--- src/rtl/pal_sync_gen_pkg.sv ---
// pal_sync_gen_pkg
//   Shared PAL raster timing defaults and the line-type encoding, so the VPU
//   and the sync generator agree on one set of numbers.
//   Timing is expressed in 8 MHz pixel clocks (512 per 64 us line).
package pal_sync_gen_pkg;

  localparam int unsigned H_TOTAL_DEF      = 512; // clocks per line (64 us)
  localparam int unsigned HSYNC_W_DEF      = 38;  // 4.7 us line sync
  localparam int unsigned EQ_W_DEF         = 19;  // 2.35 us equalising pulse
  localparam int unsigned BROAD_W_DEF      = 218; // 27.3 us broad pulse
  localparam int unsigned V_TOTAL_DEF      = 312; // lines per frame
  localparam int unsigned V_BLANK_DEF      = 25;  // lines 0..V_BLANK-1 blanked
  localparam int unsigned BLINK_FRAMES_DEF = 16;  // frames per blink half-period

  // Kind of sync pattern carried by a line.
  typedef enum logic [1:0] {
    LT_EQ     = 2'd0,
    LT_BROAD  = 2'd1,
    LT_NORMAL = 2'd2
  } line_type_e;

endpackage

--- src/rtl/pal_sync_gen.sv ---
// pal_sync_gen
//   Non-interlaced PAL raster timing generator for the VPU pixel pipeline.
//   Ports:
//     pixel_clk   in   pixel clock, sole clock
//     rst         in   synchronous reset, active-high
//     cntHS[8:0]  out  horizontal position 0..H_TOTAL-1
//     cntVS[8:0]  out  line number 0..V_TOTAL-1
//     vbl         out  vertical blanking, lines 0..V_BLANK-1
//     hsync       out  high while cntHS < HSYNC_W
//     out_sync    out  composite sync level (0 = sync tip)
//     frame_start out  one-clock pulse at (cntHS, cntVS) = (0, 0)
//     blink       out  toggles every BLINK_FRAMES frames
//   All outputs are registered; decodes are taken from the next counter
//   state so they line up with the counters presented in the same cycle.
module pal_sync_gen
  import pal_sync_gen_pkg::*;
#(
  parameter int unsigned H_TOTAL      = H_TOTAL_DEF,
  parameter int unsigned HSYNC_W      = HSYNC_W_DEF,
  parameter int unsigned EQ_W         = EQ_W_DEF,
  parameter int unsigned BROAD_W      = BROAD_W_DEF,
  parameter int unsigned V_TOTAL      = V_TOTAL_DEF,
  parameter int unsigned V_BLANK      = V_BLANK_DEF,
  parameter int unsigned BLINK_FRAMES = BLINK_FRAMES_DEF
) (
  input  logic       pixel_clk,
  input  logic       rst,
  output logic [8:0] cntHS,
  output logic [8:0] cntVS,
  output logic       vbl,
  output logic       hsync,
  output logic       out_sync,
  output logic       frame_start,
  output logic       blink
);

  localparam logic [8:0] H_MAX     = 9'(H_TOTAL - 1);
  localparam logic [8:0] V_MAX     = 9'(V_TOTAL - 1);
  localparam logic [8:0] V_BLANK_C = 9'(V_BLANK);
  localparam logic [8:0] HSYNC_C   = 9'(HSYNC_W);
  localparam logic [3:0] FRAME_MAX = 4'(BLINK_FRAMES - 1);

  // Window bounds are 10 bits so the second-half pulse end cannot overflow.
  localparam logic [9:0] HALF_C    = 10'(H_TOTAL / 2);
  localparam logic [9:0] EQ_END1   = 10'(EQ_W);
  localparam logic [9:0] EQ_END2   = 10'(H_TOTAL / 2 + EQ_W);
  localparam logic [9:0] BR_END1   = 10'(BROAD_W);
  localparam logic [9:0] BR_END2   = 10'(H_TOTAL / 2 + BROAD_W);
  localparam logic [9:0] HSYNC_END = 10'(HSYNC_W);

  logic [8:0] cnt_hs_q, cnt_hs_d;
  logic [8:0] cnt_vs_q, cnt_vs_d;
  logic       vbl_q, vbl_d;
  logic       hsync_q, hsync_d;
  logic       out_sync_q, out_sync_d;
  logic       frame_start_q, frame_start_d;
  logic [3:0] frame_cnt_q, frame_cnt_d;
  logic       blink_q, blink_d;
  logic       wrap_h;

  // Lines 0,1 and 5,6 equalising; 2..4 broad; everything else normal.
  function automatic line_type_e line_type(input logic [8:0] v);
    if (v < 9'd2) return LT_EQ;
    if (v < 9'd5) return LT_BROAD;
    if (v < 9'd7) return LT_EQ;
    return LT_NORMAL;
  endfunction

  // True while the composite sync is at the tip for position (h, v).
  function automatic logic sync_tip(input logic [8:0] h, input logic [8:0] v);
    logic [9:0] hx;
    hx = {1'b0, h};
    case (line_type(v))
      LT_EQ:    return (hx < EQ_END1) || (hx >= HALF_C && hx < EQ_END2);
      LT_BROAD: return (hx < BR_END1) || (hx >= HALF_C && hx < BR_END2);
      default:  return hx < HSYNC_END;
    endcase
  endfunction

  always_comb begin
    wrap_h   = (cnt_hs_q == H_MAX);
    cnt_hs_d = wrap_h ? '0 : cnt_hs_q + 9'd1;
    cnt_vs_d = cnt_vs_q;
    if (wrap_h) begin
      cnt_vs_d = (cnt_vs_q == V_MAX) ? '0 : cnt_vs_q + 9'd1;
    end

    vbl_d         = (cnt_vs_d < V_BLANK_C);
    hsync_d       = (cnt_hs_d < HSYNC_C);
    out_sync_d    = ~sync_tip(cnt_hs_d, cnt_vs_d);
    frame_start_d = (cnt_hs_d == '0) && (cnt_vs_d == '0);

    // Frame counter advances together with the registered frame_start pulse,
    // so blink changes in the very cycle frame_start is seen high.
    frame_cnt_d = frame_cnt_q;
    blink_d     = blink_q;
    if (frame_start_d) begin
      if (frame_cnt_q == FRAME_MAX) begin
        frame_cnt_d = '0;
        blink_d     = ~blink_q;
      end else begin
        frame_cnt_d = frame_cnt_q + 4'd1;
      end
    end
  end

  // Reset leaves the counters at (0,0) with the matching decodes, but
  // without a frame_start pulse: the partial frame is not announced.
  always_ff @(posedge pixel_clk) begin
    if (rst) begin
      cnt_hs_q      <= '0;
      cnt_vs_q      <= '0;
      vbl_q         <= 1'b1;
      hsync_q       <= 1'b1;
      out_sync_q    <= 1'b0;
      frame_start_q <= 1'b0;
      frame_cnt_q   <= '0;
      blink_q       <= 1'b0;
    end else begin
      cnt_hs_q      <= cnt_hs_d;
      cnt_vs_q      <= cnt_vs_d;
      vbl_q         <= vbl_d;
      hsync_q       <= hsync_d;
      out_sync_q    <= out_sync_d;
      frame_start_q <= frame_start_d;
      frame_cnt_q   <= frame_cnt_d;
      blink_q       <= blink_d;
    end
  end

  assign cntHS       = cnt_hs_q;
  assign cntVS       = cnt_vs_q;
  assign vbl         = vbl_q;
  assign hsync       = hsync_q;
  assign out_sync    = out_sync_q;
  assign frame_start = frame_start_q;
  assign blink       = blink_q;

endmodule

--- config.mk ---
export PLATFORM = sky130hd
export DESIGN_NAME = pal_sync_gen
export DESIGN_NICKNAME = d
export VERILOG_FILES = /design/src/rtl/pal_sync_gen_pkg.sv /design/src/rtl/pal_sync_gen.sv
export SDC_FILE = /design/constraint.sdc
export NUM_CORES = 1
export LEC_CHECK = 0
export ABC_AREA = 1
export CAP_MARGIN = 30
export CORE_ASPECT_RATIO = 0.75
export CORE_UTILIZATION = 25
export DETAILED_ROUTE_END_ITERATION = 8
export PLACE_DENSITY = 0.41
export REMOVE_ABC_BUFFERS = 1
export SYNTH_ARGS = -nofsm -noshare
export SYNTH_HDL_FRONTEND = slang
export SYNTH_SLANG_ARGS = --single-unit
--- constraint.sdc ---
create_clock -name pixel_clk -period 2.45 [get_ports pixel_clk]
set_input_delay 0.49 -clock pixel_clk [delete_from_list [all_inputs] [get_ports pixel_clk]]
set_output_delay 0.49 -clock pixel_clk [all_outputs]
set_load 0.1 [all_outputs]
==> results.md <==
Run status:
- The run finished with clean final reports.

Clocking:
- The clock insertion delay at the later pin of the skew report is 0.27 ns.
- The H-tree depth is 1.
- The clock edge transition at the registers on the reported setup and hold paths is 0.10 ns.
- Buffers inserted to repair hold after CTS numbered 0.
- The buffer cell driving the clock tree root is sky130_fd_sc_hd__clkbuf_8.
- The maximum buffer depth of the clock tree is 2.
- The number of clock buffers added by TritonCTS is 3.
- The TritonCTS clock tree is built.
- The tree built by TritonCTS fans out to 27 sinks.

STA:
- For the pin with the worst max-slew slack, the measured transition is 0.414 ns.
- The final-report setup violation count is 0.
- The setup TNS after final layout is 0 ns.
- The minimum setup slack in the final design is 0.192 ns.
- The final critical delay including setup and external delays is 2.26 ns.
- The max-slew violation count is 0.
- The final critical-path share of the clock period is 92.2%.
- Based on the critical path, the design can be clocked at up to 0.443 GHz.
- Clock skew on the completed layout was measured at 0.00582 ns.
- On the final layout, the worst hold slack is 0.513 ns.
- The number of hold violations in the final report is 0.
- The worst max-slew margin expressed relative to the limit is 72.1%.

Floorplan:
- The floorplan step defined a core boundary enclosing 0.00592 mm^2.
- The initial cell density of the core is 26.4%.
- The height of the die is 70.4 um.
- The overall die area is 0.00657 mm^2.
- In this run the core area contains 24 standard-cell rows.
- The I/O pin count is 25.
- The die is 93.3 um wide.

Synth:
- The instance count of the mapped netlist is 230.
- The number of distinct library cells after synthesis is 31.
- The async set-or-reset flop fraction in the synthesized netlist is 0%.
- The commonest register cell after synthesis is sky130_fd_sc_hd__dfxtp_1.
- The number of storage elements in the synthesis netlist is 27.
- Yosys mapped a number of flops with a built-in enable equal to 0.
- The warning count from the yosys run is 0.
- For this run, the register share of the synthesized area comes to 34.6%.
- A synthesized cell averages 6.79 um^2.
- The total standard cell area after synthesis is 0.00156 mm^2.

Setup path:
- The number of cells on the worst reg-to-reg path is 15.
- The timing startpoint of the critical path is cntHS[0]$_SDFF_PP0_.
- The origin of the critical flop-to-flop path is cntHS[0]$_SDFF_PP0_.
- The capturing element of the worst setup path is frame_cnt_q[2]$_SDFFE_PP0P_.
- In this run the worst path has a maximum fanout of 8.
- STA classifies the critical path startpoint as a flop.
- The terminus of the critical flop-to-flop path is frame_cnt_q[2]$_SDFFE_PP0P_.
- The worst setup path is of the flop to flop kind.
- The endpoint arrival time on the critical path is 2.43 ns.
- The worst-case register-to-register setup slack is 0.19 ns.
- At the worst endpoint, the required time is 2.62 ns.
- The worst setup path is captured at a flop.

Finish:
- The number of fill cells is 637.
- The total area of multi-input combinational cells is 971 um^2.
- The sequential cell area in the final layout is 546 um^2.
- The area growth from synthesis to layout is 32.6%.
- The finished cells cover 0.00207 mm^2.
- The total inserted antenna cells is 0.
- At the end of the flow the core is filled with cells to 35.0%.
- The final cell count without fillers is 351.
- Cells with a size suffix above 1 make up 30.4% of the layout.
- The number of nets in the finished design is 281.

Power and ir drop:
- Power comes to 0.810 mW.
- The power density relative to cell area is 391 mW/mm^2.
- The leakage component of the power is 0.980 nW.
- VDD sags by at most 179 uV.

Global routing:
- The via count of the first global-routing pass is 1,352.
- The maximum number of pins on one net before global-route repair is 23.
- The overall overflow remaining after global route is 0.
- The first global-routing pass estimated 6.45 mm of wire.
- The number of antenna violations at the first check in global routing is 0.
- Global routing consumed, over all layers together, 12.5% of the routing resources.

Place:
- Before CTS, the worst setup slack after placement is 0.00924 ns.
- The global placer's final weighted congestion is 0.779.
- The number of buffers inserted by port buffering is 24.
- In this run, placement finished with an instance count of 341.
- The placed cell area is 0.00192 mm^2.
- Detailed placement finished with a half-perimeter wire length of 2.97 mm.

Drt:
- The final wirelength is 3.89 mm.
- After detailed routing, the average wire length per cell comes to 11.1 um.
- The detail route stage leaves a number of antenna-violating nets equal to 0.
- Across all layers, the routed design uses 1,521 vias.
- The final routed DRC violation total is 0.
- The initial DRC count is 60.
- The number of detailed-routing iterations run before antenna repair is 4.
- The via density per instance is 4.33.

Run:
- The number of max-capacitance violations reported is 0.

Hold path:
- The path class of the lowest-slack min-delay path is flop to flop.
-- state kept, by name, indices dropped and copies added, names as in the netlist --
signal and flops:
blink 1, hsync 1, cntHS 9, cntVS 9
frame_start 1, vbl 1, out_sync 1, frame_cnt_q 4
-- critical path: stages, from the launching register on --
cell and delay (ns):
sky130_fd_sc_hd__dfxtp_1 0.35, sky130_fd_sc_hd__ha_2 0.20, sky130_fd_sc_hd__nand3_2 0.11, sky130_fd_sc_hd__nor2_4 0.14, sky130_fd_sc_hd__ha_4 0.19, sky130_fd_sc_hd__nand4_1 0.20
sky130_fd_sc_hd__inv_2 0.10, sky130_fd_sc_hd__nand2_1 0.06, sky130_fd_sc_hd__nand3_2 0.10, sky130_fd_sc_hd__nand2_2 0.07, sky130_fd_sc_hd__nor2_4 0.12, sky130_fd_sc_hd__nand3_4 0.12
sky130_fd_sc_hd__nor2_8 0.19, sky130_fd_sc_hd__nand3_2 0.07, sky130_fd_sc_hd__nand2_1 0.06, sky130_fd_sc_hd__nor2_1 0.04
-- cells in the final DEF, fill, tap and decap left out, drive strengths merged --
cell,instances
clkdlybuf4s50,1
o21a,1
buf,41
a21o,2
ha,5
xnor2,1
a21boi,1
clkbuf,3
inv,23
clkinv,2
o21ai,8
dfxtp,27
o21bai,1
nand3b,1
nor3,4
and3,1
nor2,50
xor2,1
a21oi,7
nand3,28
nand2,63
o31ai,1
nand4,1
-- routing by layer --
layer  GRT usage [%]  up-vias  part of all wire (%)
met4            3.93        0                   1.5
met2            17.2       23                    40
met1            18.5      665                    55
met5               0        -                     0
li1                -      827                     -
met3            3.27        6                   3.4
-- report_power, final --
group | leakage [nW] | total (mW) | switching, mW | internal [mW]
combinational | 0.734 | 0.101 | 0.0707 | 0.0303
sequential | 0.220 | 0.449 | 0.00409 | 0.445
clock | 0.0255 | 0.260 | 0.146 | 0.114
total | 0.980 | 0.810 | 0.221 | 0.590
-- synth_stat cells (3+ instances only) --
cell type                 instances  area share (%)
sky130_fd_sc_hd__nand2_1         59              14
sky130_fd_sc_hd__nand3_2          7             4.5
sky130_fd_sc_hd__nor2_1          44              11
sky130_fd_sc_hd__nand3_1         20             6.4
sky130_fd_sc_hd__dfxtp_1         27              35
sky130_fd_sc_hd__o21ai_0          6             1.9
sky130_fd_sc_hd__nor3_1           4             1.3
sky130_fd_sc_hd__nor2_2           3             1.2
sky130_fd_sc_hd__a21oi_1          6             1.9
sky130_fd_sc_hd__nand2_2          4             1.6
sky130_fd_sc_hd__ha_1             5             4.0
sky130_fd_sc_hd__inv_1           20             4.8
-- what timing repair did --
item                                    4_1_cts  5_1_grt
buffers inserted                              0        6
resized for setup                             1       19
endpoints found under the setup margin        2        6
pin swaps                                     0        8
-- worst min path at each step --
stage	startpoint	endpoint	slack (ns)	cells after the start
finish	frame_cnt_q[3]$_SDFFE_PP0P_	frame_cnt_q[3]$_SDFFE_PP0P_	0.51	2
global route	blink$_SDFFE_PP0P_	blink$_SDFFE_PP0P_	0.57	2
CTS	frame_cnt_q[3]$_SDFFE_PP0P_	frame_cnt_q[3]$_SDFFE_PP0P_	0.51	2
detailed placement	frame_cnt_q[3]$_SDFFE_PP0P_	frame_cnt_q[3]$_SDFFE_PP0P_	0.50	2
global placement	blink$_SDFFE_PP0P_	blink$_SDFFE_PP0P_	0.51	2
floorplan	frame_cnt_q[3]$_SDFFE_PP0P_	frame_cnt_q[3]$_SDFFE_PP0P_	0.46	2
-- layout make-up --
type	instances	area share [%]
multi-input cells	176	46.9
clock buffers	3	1.99
clock inverters	1	0.242
inverters	24	4.47
repair buffers	42	15.3
flip-flops and latches	27	26.3
well taps	78	4.71
-- logic make-up after synthesis --
family / count (synthesis) / synth area share (%)
compound gates: 21 / 8.65
buf+inv: 27 / 6.73
flops: 27 / 34.6
simple gates: 148 / 44.9
xor+xnor: 2 / 1.12
fa+ha+maj: 5 / 4.01
Note: power is estimated with default switching activity, not from simulation.
